===== config.mk =====
export PLATFORM = sky130hd
export DESIGN_NAME = vga_pixel_output_flat
export DESIGN_NICKNAME = d
export VERILOG_FILES = /design/src/rtl/vga_pixel_output_pkg.sv /design/src/rtl/vga_pixel_output_if.sv /design/src/rtl/vga_pixel_output_sat_counter.sv /design/src/rtl/vga_pixel_output.sv /design/src/flat_wrapper.sv
export SDC_FILE = /design/constraint.sdc
export NUM_CORES = 1
export LEC_CHECK = 0
export CORE_MARGIN = 1.5
export CORE_UTILIZATION = 45
export CTS_CLUSTER_DIAMETER = 30
export DETAILED_ROUTE_END_ITERATION = 16
export MAX_ROUTING_LAYER = met4
export PLACE_DENSITY_LB_ADDON = 0.15
export RECOVER_POWER = 100
export SETUP_SLACK_MARGIN = 0.4
export SYNTH_ARGS = -nofsm -noshare
export SYNTH_HDL_FRONTEND = slang
export SYNTH_HIERARCHICAL = 1
export SYNTH_SLANG_ARGS = --single-unit

===== constraint.sdc =====
create_clock -name clk -period 2.4 [get_ports clk]
set_input_delay 0.6 -clock clk [delete_from_list [all_inputs] [get_ports clk]]
set_output_delay 0.6 -clock clk [all_outputs]
set_load 0.05 [all_outputs]

===== src/rtl/vga_pixel_output_pkg.sv =====
// Shared VGA definitions: pixel-output FSM states, RGB565 layout and the nominal
// frame geometry also used by the timing generator.
package vga_pixel_output_pkg;

   localparam int RED_W = 5;
   localparam int GRN_W = 6;
   localparam int BLU_W = 5;
   localparam int PIX_W = RED_W + GRN_W + BLU_W;
   localparam int X_RES = 640;
   localparam int Y_RES = 480;

   typedef enum logic [1:0] {
      SEEK  = 2'd0,
      ARMED = 2'd1,
      RUN   = 2'd2
   } vga_state_e;

   // {R,G,B} with red in the MSBs
   function automatic logic [RED_W-1:0] pix_red(input logic [PIX_W-1:0] p);
      return p[PIX_W-1 -: RED_W];
   endfunction

   function automatic logic [GRN_W-1:0] pix_grn(input logic [PIX_W-1:0] p);
      return p[GRN_W+BLU_W-1 -: GRN_W];
   endfunction

   function automatic logic [BLU_W-1:0] pix_blu(input logic [PIX_W-1:0] p);
      return p[BLU_W-1:0];
   endfunction

endpackage


===== src/rtl/vga_pixel_output_if.sv =====
// Frame-FIFO head interface: the FIFO (master) presents a word, the pixel stage
// (slave) pops it with pix_ready.
interface vga_pixel_output_if #(
   parameter int PIX_W = 16
);
   logic [PIX_W-1:0] pix_data;
   logic             pix_sof;
   logic             pix_valid;
   logic             pix_ready;

   modport master (output pix_data, pix_sof, pix_valid, input pix_ready);
   modport slave  (input pix_data, pix_sof, pix_valid, output pix_ready);
endinterface


===== src/rtl/vga_pixel_output_sat_counter.sv =====
// Saturating event counter: increments on inc, sticks at all-ones, cleared by reset.
module sat_counter #(
   parameter int CNT_W = 8
) (
   input  logic             clk,
   input  logic             rst_n,
   input  logic             inc,
   output logic [CNT_W-1:0] count
);
   logic [CNT_W-1:0] count_q, count_d;

   always_comb begin
      count_d = count_q;
      if (inc && (count_q != {CNT_W{1'b1}}))
         count_d = count_q + {{(CNT_W-1){1'b0}}, 1'b1};
   end

   always_ff @(posedge clk or negedge rst_n) begin
      if (!rst_n) count_q <= '0;
      else        count_q <= count_d;
   end

   assign count = count_q;
endmodule


===== src/rtl/vga_pixel_output.sv =====
// Last VGA stage: pops frame-FIFO pixels during the active area, registers RGB and
// sync together, locks to the FIFO start-of-frame marker and recovers on errors.
module vga_pixel_output
   import vga_pixel_output_pkg::*;
#(
   parameter int R_BITS = RED_W,
   parameter int G_BITS = GRN_W,
   parameter int B_BITS = BLU_W,
   parameter int CNT_W  = 8
) (
   input  logic              clk,
   input  logic              rst_n,
   input  logic              in_display,
   input  logic              h_sync_in,
   input  logic              v_sync_in,
   vga_pixel_output_if.slave fifo,
   output logic [R_BITS-1:0] vga_r,
   output logic [G_BITS-1:0] vga_g,
   output logic [B_BITS-1:0] vga_b,
   output logic              vga_h_sync,
   output logic              vga_v_sync,
   output logic              frame_locked,
   output logic [CNT_W-1:0]  underflow_cnt,
   output logic [CNT_W-1:0]  resync_cnt
);
   localparam int PW = R_BITS + G_BITS + B_BITS;

   vga_state_e  state_q, state_d;
   logic [PW-1:0] rgb_q, rgb_d;
   logic        seen_active_q, seen_active_d;
   logic        hs_q, vs_q;
   logic        frame_start;
   logic        ready_c;
   logic        uf_inc, rs_inc;

   always_comb begin
      frame_start   = in_display & ~seen_active_q;
      seen_active_d = seen_active_q;
      if (v_sync_in)       seen_active_d = 1'b0;
      else if (in_display) seen_active_d = 1'b1;

      state_d = state_q;
      rgb_d   = '0;
      ready_c = 1'b0;
      uf_inc  = 1'b0;
      rs_inc  = 1'b0;
      case (state_q)
         SEEK: begin
            // Anything ahead of an SOF word is stale and gets flushed.
            ready_c = ~(fifo.pix_valid & fifo.pix_sof);
            if (fifo.pix_valid & fifo.pix_sof) state_d = ARMED;
         end
         ARMED: begin
            ready_c = frame_start;
            if (frame_start & fifo.pix_valid) begin
               rgb_d   = fifo.pix_data;
               state_d = RUN;
            end
         end
         RUN: begin
            ready_c = in_display & fifo.pix_valid & (fifo.pix_sof == frame_start);
            if (in_display & ~fifo.pix_valid) begin
               uf_inc  = 1'b1;
               state_d = SEEK;
            end else if (frame_start & ~fifo.pix_sof) begin
               rs_inc  = 1'b1;
               state_d = SEEK;
            end else if (in_display & ~frame_start & fifo.pix_sof) begin
               // Short frame: keep the next SOF word at the head for the next frame.
               rs_inc  = 1'b1;
               state_d = ARMED;
            end else if (in_display) begin
               rgb_d = fifo.pix_data;
            end
         end
         default: state_d = SEEK;
      endcase
   end

   assign fifo.pix_ready = rst_n & ready_c;

   always_ff @(posedge clk or negedge rst_n) begin
      if (!rst_n) begin
         state_q       <= SEEK;
         rgb_q         <= '0;
         seen_active_q <= 1'b0;
         hs_q          <= 1'b0;
         vs_q          <= 1'b0;
      end else begin
         state_q       <= state_d;
         rgb_q         <= rgb_d;
         seen_active_q <= seen_active_d;
         hs_q          <= h_sync_in;
         vs_q          <= v_sync_in;
      end
   end

   assign vga_r        = rgb_q[PW-1 -: R_BITS];
   assign vga_g        = rgb_q[G_BITS+B_BITS-1 -: G_BITS];
   assign vga_b        = rgb_q[B_BITS-1:0];
   assign vga_h_sync   = hs_q;
   assign vga_v_sync   = vs_q;
   assign frame_locked = (state_q == RUN);

   sat_counter #(.CNT_W(CNT_W)) u_underflow_cnt (
      .clk(clk), .rst_n(rst_n), .inc(uf_inc), .count(underflow_cnt)
   );

   sat_counter #(.CNT_W(CNT_W)) u_resync_cnt (
      .clk(clk), .rst_n(rst_n), .inc(rs_inc), .count(resync_cnt)
   );
endmodule

===== src/flat_wrapper.sv =====
// flat-port wrapper written by rule: the top's interface ports become plain ports
module vga_pixel_output_flat import vga_pixel_output_pkg::*;
#(
   parameter int R_BITS = RED_W,
   parameter int G_BITS = GRN_W,
   parameter int B_BITS = BLU_W,
   parameter int CNT_W  = 8
)
  (clk, rst_n, in_display, h_sync_in, v_sync_in, vga_r, vga_g, vga_b, vga_h_sync, vga_v_sync, frame_locked, underflow_cnt, resync_cnt, fifo_pix_data, fifo_pix_sof, fifo_pix_valid, fifo_pix_ready);
  vga_pixel_output_if fifo_i ();
  input  logic clk;
  input  logic rst_n;
  input  logic in_display;
  input  logic h_sync_in;
  input  logic v_sync_in;
  output logic [R_BITS-1:0] vga_r;
  output logic [G_BITS-1:0] vga_g;
  output logic [B_BITS-1:0] vga_b;
  output logic vga_h_sync;
  output logic vga_v_sync;
  output logic frame_locked;
  output logic [CNT_W-1:0] underflow_cnt;
  output logic [CNT_W-1:0] resync_cnt;
  input wire logic [$bits(fifo_i.pix_data)-1:0] fifo_pix_data;
  input wire logic [$bits(fifo_i.pix_sof)-1:0] fifo_pix_sof;
  input wire logic [$bits(fifo_i.pix_valid)-1:0] fifo_pix_valid;
  output wire logic [$bits(fifo_i.pix_ready)-1:0] fifo_pix_ready;
  assign fifo_i.pix_data = fifo_pix_data;
  assign fifo_i.pix_sof = fifo_pix_sof;
  assign fifo_i.pix_valid = fifo_pix_valid;
  assign fifo_pix_ready = fifo_i.pix_ready;
  vga_pixel_output #(.R_BITS(R_BITS), .G_BITS(G_BITS), .B_BITS(B_BITS), .CNT_W(CNT_W)) u_core (.clk(clk), .rst_n(rst_n), .in_display(in_display), .h_sync_in(h_sync_in), .v_sync_in(v_sync_in), .fifo(fifo_i), .vga_r(vga_r), .vga_g(vga_g), .vga_b(vga_b), .vga_h_sync(vga_h_sync), .vga_v_sync(vga_v_sync), .frame_locked(frame_locked), .underflow_cnt(underflow_cnt), .resync_cnt(resync_cnt));
endmodule

==> results of run 1 <==
sequential cells by signal (all words and copies together), names as in the netlist:
| signal | flops |
|---|---|
| u_core/state_q | 2 |
| u_core/vga_v_sync | 1 |
| u_core/vga_h_sync | 1 |
| u_core/seen_active_q | 1 |
| u_core/u_resync_cnt/count | 8 |
| u_core/u_underflow_cnt/count | 8 |
| u_core/rgb_q | 16 |
logic make-up after synthesis:
| logic type | count (synthesis) |
|---|---|
| AND/OR/NAND/NOR | 50 |
| flip-flops | 37 |
| AO/OA/AOI/OAI | 32 |
| buffers and inverters | 8 |
| adder cells (fa/ha/maj) | 7 |
| multiplexers | 5 |
| XOR/XNOR | 4 |
placed cells by master (no fill, tap or decap), types with 6 or more instances in the layout:
master / n
dfrtp_1: 37
dlygate4sd2_1: 33
clkdlybuf4s50_1: 16
and2_0: 12
buf_4: 8
inv_1: 7
nor2_1: 7
a21oi_1: 7
clkbuf_8: 6
clkbuf_1: 6
final timing paths:
kind,startpoint,endpoint,slack (ps),cells past startpoint
hold / removal,u_core/u_underflow_cnt/count[0],u_core/u_underflow_cnt/count[0],530,1
max in group asynchronous,rst_n,u_core/state_q[0],1230,2
setup / recovery,u_core/seen_active_q,fifo_pix_ready,40,7
setup reg to reg,u_core/seen_active_q,u_core/rgb_q[14],260,8
hold reg to reg,u_core/u_underflow_cnt/count[0],u_core/u_underflow_cnt/count[0],530,1
min in group asynchronous,rst_n,u_core/u_underflow_cnt/count[7],600,2
metrics by stage:
| stage | util, % | power (W) |
|---|---|---|
| 2_1_floorplan | - | 0.00125 |
| 3_3_place_gp | 67.1 | 0.00152 |
| 3_5_place_dp | 67.1 | 0.00154 |
| 4_1_cts | 69.0 | 0.00198 |
| 5_1_grt | 67.6 | 0.00205 |
| 6_report | 67.6 | 0.00193 |
metal layers:
metal | up-vias | share of wire [%]
met5 | - | 0
met4 | 0 | 2.5
met3 | 11 | 6.3
met2 | 48 | 49
met1 | 675 | 42
li1 | 668 | -
power breakdown:
part / leakage [nW] / internal, W / total, W / switching, W
Clock: 0.0512 / 0.000233 / 0.000459 / 0.000226
Sequential: 0.502 / 0.000696 / 0.000757 / 0.0000609
Combinational: 0.677 / 0.000270 / 0.000719 / 0.000449
Total: 1.23 / 0.00120 / 0.00193 / 0.000736
what timing repair did:
item,CTS,global route
pin swaps,3,3
resized for setup,45,4
buffers inserted,1,1
setup endpoints to repair,58,3
final cells by class:
class	instances	area [um^2]	share of cell area [%]
Clock inverter	2	13.8	0.556
Tap cell	48	60.1	2.43
Clock buffer	6	82.6	3.34
Inverter	7	26.3	1.06
Sequential cell	37	926	37.4
Timing Repair Buffer	71	618	25.0
Multi-Input combinational cell	98	749	30.3
==> reports/results.txt, run 1 <==
Sequential-to-total area share from yosys stat -> 54.1%
CTS Hold Bufs -> 0
Largest net degree at the start of global routing -> 38
DRC viols -> 0
Number of iterations in the first detailed-routing pass -> 4
Top-count cell post-synth -> dfrtp_1
Final number of setup-violating endpoints -> 0
Mapped Nets -> 173
Arrival @ worst endpoint -> 1760 ps
Aggregate global-route resource usage -> 21.8%
Count of max-cap constraint violations -> 0
Buffer and inverter count on the worst path -> 1
Min Hold Slack -> 529 ps
Avg Inst Size Synth -> 12.0 um^2
Count of distinct cell types in the synthesized netlist -> 32
Number of top-level pins -> 59
Hold WC Path Type -> register to register
Routed Wire Length -> 3850 um
RSZ-0062 raised after global routing -> true
Data required time of the critical path -> 1800 ps
Most Used Layer, Global Route -> met2
Average wire per standard cell -> 14.3 um
Critical path, cell by cell -> and2b_1 -> ha_4 -> nand3_2 -> o21ai_2 -> a21oi_2 -> nor3b_4 -> buf_12
First-pass GRT wire length -> 6620 um
Fraction of final layout cells with drive strength greater than 1 -> 15.8%
Final critical-path setup slack -> 39.1 ps
Antenna Diode Count -> 0
Number of standard cells in the final layout excluding fillers -> 269
Input/output buffers -> 58
Status -> complete, no violations
Highest clock rate -> 424 MHz
#FFs+latches synth -> 37
Number of global-route vias before repair -> 1410
Post-synthesis share of cell area spent on xor and xnor gates -> 2.05%
Kind of launch point of the worst setup path -> register
CP max-delay cell -> dfrtp_1
Row Count -> 22
Top cell family by delay on the critical path -> simple AND/OR/NAND/NOR gates
DP Cell Count -> 259
Pin slew with the least headroom to its limit -> 914 ps
TritonCTS clock tree -> done
Total clock sinks -> 37
Initial DRC count -> 71
Clock-pin transition on the worst setup and hold timing paths -> 70 ps
Peak per-stage delay on the critical path -> 370 ps
Proportion of netlist area held by the largest area contributor -> 54.1%
Leakage -> 1.23 nW
Total cell area at the placement stage -> 2460 um^2
Global routing usage on met2 -> 32.9%
Total negative slack -> 0 ps
Netlist area before placement -> 1710 um^2
Final clock skew -> 8.95 ps
Placeable core region -> 3660 um^2
Fillers -> 288
Yosys top cell by area -> dfrtp_1
Type of element capturing the critical path -> output port
NumNets Final -> 250
Synth Flop Type -> dfrtp_1
Minimum clock period -> 2360 ps
Critical path type -> register to output port
Largest buffer count on any clock path -> 2
Final Max Slew Viols -> 0
Initial cell density of the core -> 46.8%
Yosys synthesis warning count -> 6
Latest clock arrival within the worst-skew pair -> 290 ps
Routability cong. -> 0.868
Vertical die dimension -> 64.7 um
Synthesis-to-layout area growth -> 44.7%
Top cells by instance count after synthesis -> dfrtp_1 (37), and2_1 (16), a21oi_1 (8)
Post-Place Setup Slack -> -323 ps
Worst-case headroom to the max-slew limit -> 39.1%
Largest family of logic cells by synthesized area -> simple AND/OR/NAND/NOR gates
Portion of netlist area occupied by mux cells -> 3.95%
Initial antenna violation count -> 0
Met3 Usage GRT -> 7.99%
Half-perimeter wire length of the detailed placement result -> 2780 um
Basic-gate share of the synthesized area counting and, or, nand and nor cells -> 18.2%
Highest net fanout along the worst path -> 2
Inserted Clock Buffers -> 5
Die Outline Area -> 4180 um^2
Hold violation total from the final report -> 0
Post-synthesis compound-gate area fraction -> 14.6%
Final period util -> 98.4%
Share of synthesized cell area in full adder, half adder and majority cells -> 5.12%
Async set or reset register ratio after synthesis -> 100%
Power density normalized to cell area -> 781 nW/um^2
Overall die width -> 64.7 um
Final Cell Area -> 2480 um^2
H-tree level count -> 2
Maximum ir drop on the vdd rail -> 0.528 mV
Met1 layer usage reported by global route -> 25.7%
Total number of vias -> 1402
Global route overflow -> 0
Cell at the root of the clock tree -> clkbuf_8
Number of nets still failing antenna checks after routing -> 0
EDFF count, synth -> 0
Top area cells in the synthesized netlist -> dfrtp_1 (54%), and2_1 (5.8%), ha_1 (5.1%), a311oi_2 (2.6%), mux2_4 (2.6%)
Avg Vias per Cell -> 5.21
Gate Count Post-Synth -> 143
Note: power is estimated with default switching activity, not from simulation.
==> run 2: changes to the inputs <==
--- a/config.mk
+++ b/config.mk
@@ -7,7 +7,6 @@
 export LEC_CHECK = 0
 export CORE_MARGIN = 1.5
 export CORE_UTILIZATION = 45
-export CTS_CLUSTER_DIAMETER = 30
 export DETAILED_ROUTE_END_ITERATION = 16
 export MAX_ROUTING_LAYER = met4
 export PLACE_DENSITY_LB_ADDON = 0.15
==> results of run 2 <==
Same layout as run 1: the final DEF is identical, and so are final timing and power.
==> run 3: changes to the inputs <==
--- a/config.mk
+++ b/config.mk
@@ -5,8 +5,9 @@
 export SDC_FILE = /design/constraint.sdc
 export NUM_CORES = 1
 export LEC_CHECK = 0
+export ABC_AREA = 1
 export CORE_MARGIN = 1.5
-export CORE_UTILIZATION = 45
+export CORE_UTILIZATION = 40
 export DETAILED_ROUTE_END_ITERATION = 16
 export MAX_ROUTING_LAYER = met4
 export PLACE_DENSITY_LB_ADDON = 0.15
==> run 3 against run 2 <==
  * The flow now finishes with violations (design-rule violations)
  * Setup slack improved by 130 ps
  * Highest routed layer unchanged
  * Critical path type is now primary input to output port
  * Global-route usage fell by 5.5 points
  * Sequential share of layout area fell by 3.0 points
  * Sequential cell count did not move
  * Synthesized area rose by 11%
  * Critical path depth rose by 2
  * Critical endpoint unchanged
==> reports/results.txt, run 3 <==
DRC viols -> 3 (+3)
Global route overflow -> 0 (unchanged)
Final Cell Area -> 2690 um^2 (+8.7%)
Final Max Slew Viols -> 0 (unchanged)
Cell at the root of the clock tree -> clkbuf_8
Hold WC Path Type -> register to register
Portion of netlist area occupied by mux cells -> 0% (-3.9 points)
Final design utilization -> 60.6% (-7.0 points)
Crit-path most repeated cell -> nor2_4
Number of top-level pins -> 59 (unchanged)
Avg Vias per Cell -> 4.58 (-12%)
Post-synthesis share of cell area spent on xor and xnor gates -> 1.85% (-0.20 points)
#FFs+latches synth -> 37 (unchanged)
Antenna Diode Count -> 0 (unchanged)
Total cell area at the placement stage -> 2630 um^2 (+7.0%)
Power share of the sequential group -> 36.8% (-2.3 points)
Aggregate global-route resource usage -> 16.3% (-5.5 points)
Highest-count cells in the layout ignoring fill and taps -> nand2_1 (68), dfrtp_1 (36), dlygate4sd2_1 (35), nor2_1 (33), inv_1 (31)
Psw -> 0.000863 W (+17%)
Worst-case headroom to the max-slew limit -> 39.6% (+0.51 points)
Total clock sinks -> 37 (unchanged)
Largest buffer count on any clock path -> 2 (unchanged)
Final clock skew -> 5.75 ps (-3.20 ps)
Number of iterations in the first detailed-routing pass -> 12 (+8)
Leakage -> 1.45 nW (+18%)
Async set or reset register ratio after synthesis -> 100% (unchanged)
Final period util -> 93.1% (-5.3 points)
Gate power share -> 41.3% (+4.1 points)
NumNets Final -> 337 (+35%)
Violations in the final reports -> design-rule violations
Minimum clock period -> 2230 ps (-127 ps)
Synth Flop Type -> dfrtp_1
Kind of launch point of the worst setup path -> primary input
Netlist area before placement -> 1890 um^2 (+11%)
Synthesis-to-layout area growth -> 42.1%
Gate Count Post-Synth -> 229 (+60%)
Largest net degree at the start of global routing -> 38 (unchanged)
Hold violation total from the final report -> 0 (unchanged)
Average wire per standard cell -> 10.7 um (-25%)
Fraction of final layout cells with drive strength greater than 1 -> 15.3% (-0.58 points)
RSZ-0062 raised after global routing -> true
Type of element capturing the critical path -> output port
Total number of vias -> 1647 (+17%)
Top cells by instance count after synthesis -> nand2_1 (68), dfrtp_1 (37), inv_1 (35), nor2_1 (32), nand3_1 (11)
EDFF count, synth -> 0 (unchanged)
Top register by number of flip-flops -> u_core/rgb_q
Initial DRC count -> 47 (-34%)
Die Outline Area -> 5160 um^2 (+23%)
CTS Hold Bufs -> 0 (unchanged)
Clk network pwr share -> 21.9% (-1.8 points)
Number of nets still failing antenna checks after routing -> 0 (unchanged)
Post-synthesis compound-gate area fraction -> 2.84% (-12 points)
Pin slew with the least headroom to its limit -> 907 ps (-7.62 ps)
Mapped Nets -> 259 (+50%)
Count of distinct cell types in the synthesized netlist -> 23 (-28%)
Flip-flop count of the largest register, all copies and words added -> 16 (unchanged)
Overall die width -> 71.8 um (+11%)
Data required time of the critical path -> 1800 ps (about the same)
Vertical die dimension -> 71.8 um (+11%)
Top cell family by delay on the critical path -> simple AND/OR/NAND/NOR gates
Critical path type -> primary input to output port
Number of standard cells in the final layout excluding fillers -> 360 (+34%)
Routability cong. -> 0.863 (-0.67%)
Buffer and inverter count on the worst path -> 3 (+2)
Sequential-to-total area share from yosys stat -> 48.9% (-5.2 points)
Input/output buffers -> 58 (unchanged)
DP Cell Count -> 348 (+34%)
Inserted Clock Buffers -> 5 (unchanged)
Critical path, cell by cell -> buf_6 -> clkinvlp_2 -> nor2_4 -> ha_1 -> nand4_1 -> nand3_1 -> nand2_2 -> nor2_4 -> buf_12
H-tree level count -> 2 (unchanged)
Top area cells in the synthesized netlist -> dfrtp_1 (49%), nand2_1 (13%), inv_1 (6.9%), nor2_1 (6.3%), ha_1 (4.6%)
Maximum ir drop on the vdd rail -> 0.490 mV (-7.2%)
Peak per-stage delay on the critical path -> 270 ps (-100 ps)
Commonest non-fill, non-tap cell in the layout -> nand2_1
CP max-delay cell -> ha_1
TritonCTS clock tree -> done
Yosys synthesis warning count -> 6 (unchanged)
Highest net fanout along the worst path -> 2 (unchanged)
Number of global-route vias before repair -> 1563 (+11%)
Power density normalized to cell area -> 793 nW/um^2 (+1.5%)
Yosys top cell by area -> dfrtp_1
Initial cell density of the core -> 42.6% (-4.1 points)
Count of max-cap constraint violations -> 0 (unchanged)
Avg Inst Size Synth -> 8.27 um^2 (-31%)
Arrival @ worst endpoint -> 1630 ps (-130 ps)
Final number of setup-violating endpoints -> 0 (unchanged)
Initial antenna violation count -> 0 (unchanged)
Basic-gate share of the synthesized area counting and, or, nand and nor cells -> 33.4% (+15 points)
Post-Place Setup Slack -> -303 ps (+20.0 ps)
Fraction of power spent switching nets -> 40.4% (+2.4 points)
Largest family of logic cells by synthesized area -> simple AND/OR/NAND/NOR gates
Top-count cell post-synth -> nand2_1
Status -> finished with violations
Routed Wire Length -> 3850 um (-0.16%)
Clock-pin transition on the worst setup and hold timing paths -> 70 ps (about the same)
Final critical-path setup slack -> 166 ps (+127 ps)
Highest clock rate -> 448 MHz (+5.7%)
Share of synthesized cell area in full adder, half adder and majority cells -> 4.62% (-0.49 points)
Placeable core region -> 4440 um^2 (+21%)
Half-perimeter wire length of the detailed placement result -> 2800 um (+0.78%)
First-pass GRT wire length -> 6320 um (-4.6%)
Row Count -> 24 (+9.1%)
Latest clock arrival within the worst-skew pair -> 280 ps (about the same)
Total internal power -> 0.00127 W (+6.2%)
Proportion of netlist area held by the largest area contributor -> 48.9% (-5.2 points)
## run 3: cell types whose count changed in the layout (fill, tap and decap cells not counted), moves of 4 or more
cell,previous run,this run
a31oi_1,5,0
a41oi_1,4,0
and2_0,12,0
and2_1,4,0
inv_1,7,31
inv_2,0,4
nand2_1,5,68
nand3_1,5,11
nor2_1,7,33
nor2_4,0,6
## run 3: tightest hold or removal path: stages, from the launching register on
cell	delay, ps
dfrtp_1	390
nand2_1	60
nand2_1	50
## run 3: per-layer routing
layer,global-route usage (%),wire (um)
met1,19.0,1730
met5,-,0
met4,8.18,70
met2,26.2,1850
met3,3.94,193
## run 3: final timing paths
path,startpoint,slack [ps],endpoint,cells after the start
max in group asynchronous,rst_n,1150,u_core/state_q[1],2
setup reg to reg,u_core/state_q[0],520,u_core/u_resync_cnt/count[3],10
hold reg to reg,u_core/u_underflow_cnt/count[1],530,u_core/u_underflow_cnt/count[1],2
setup / recovery,in_display,170,fifo_pix_ready,9
hold / removal,u_core/u_underflow_cnt/count[1],530,u_core/u_underflow_cnt/count[1],2
min in group asynchronous,rst_n,620,u_core/u_underflow_cnt/count[6],2
## run 3: power groups by stage
stage	sequential (W)	combinational, W	clock, W
2_1_floorplan	0.00101	0.000359	0
5_1_grt	0.000796	0.000963	0.000511
3_3_place_gp	0.000801	0.000849	0
3_5_place_dp	0.000804	0.000859	0
6_report	0.000786	0.000883	0.000468
4_1_cts	0.000789	0.000828	0.000492
## run 3: stage by stage
step                total power (W)  hold WS [ps]  setup TNS (ps)
finish                      0.00214           531               0
global route                0.00227           581               0
CTS                         0.00211           415               0
detailed placement          0.00166           521            -432
global placement            0.00165           525            -313
floorplan                   0.00137           304               0
## run 3: area by class of cell
type,count,area (um^2)
inverters,38,146
clock inverters,1,5.00
repair buffers,72,618
flip-flops and latches,37,927
well taps,52,65.1
fillers,411,1750
multi-input cells,153,835
clock buffers,7,96.3
## run 3: repair_timing
item                                    CTS  global route
endpoints found under the setup margin   40             1
buffers inserted                          0             4
hold endpoints to repair                  0             0
gates resized for setup                  46            12
pin swaps                                 2             5
## run 3: cells by family after synthesis
group,Yosys count
AO/OA/AOI/OAI,10
AND/OR/NAND/NOR,132
adder cells (fa/ha/maj),7
flip-flops,37
buffers and inverters,39
XOR/XNOR,4
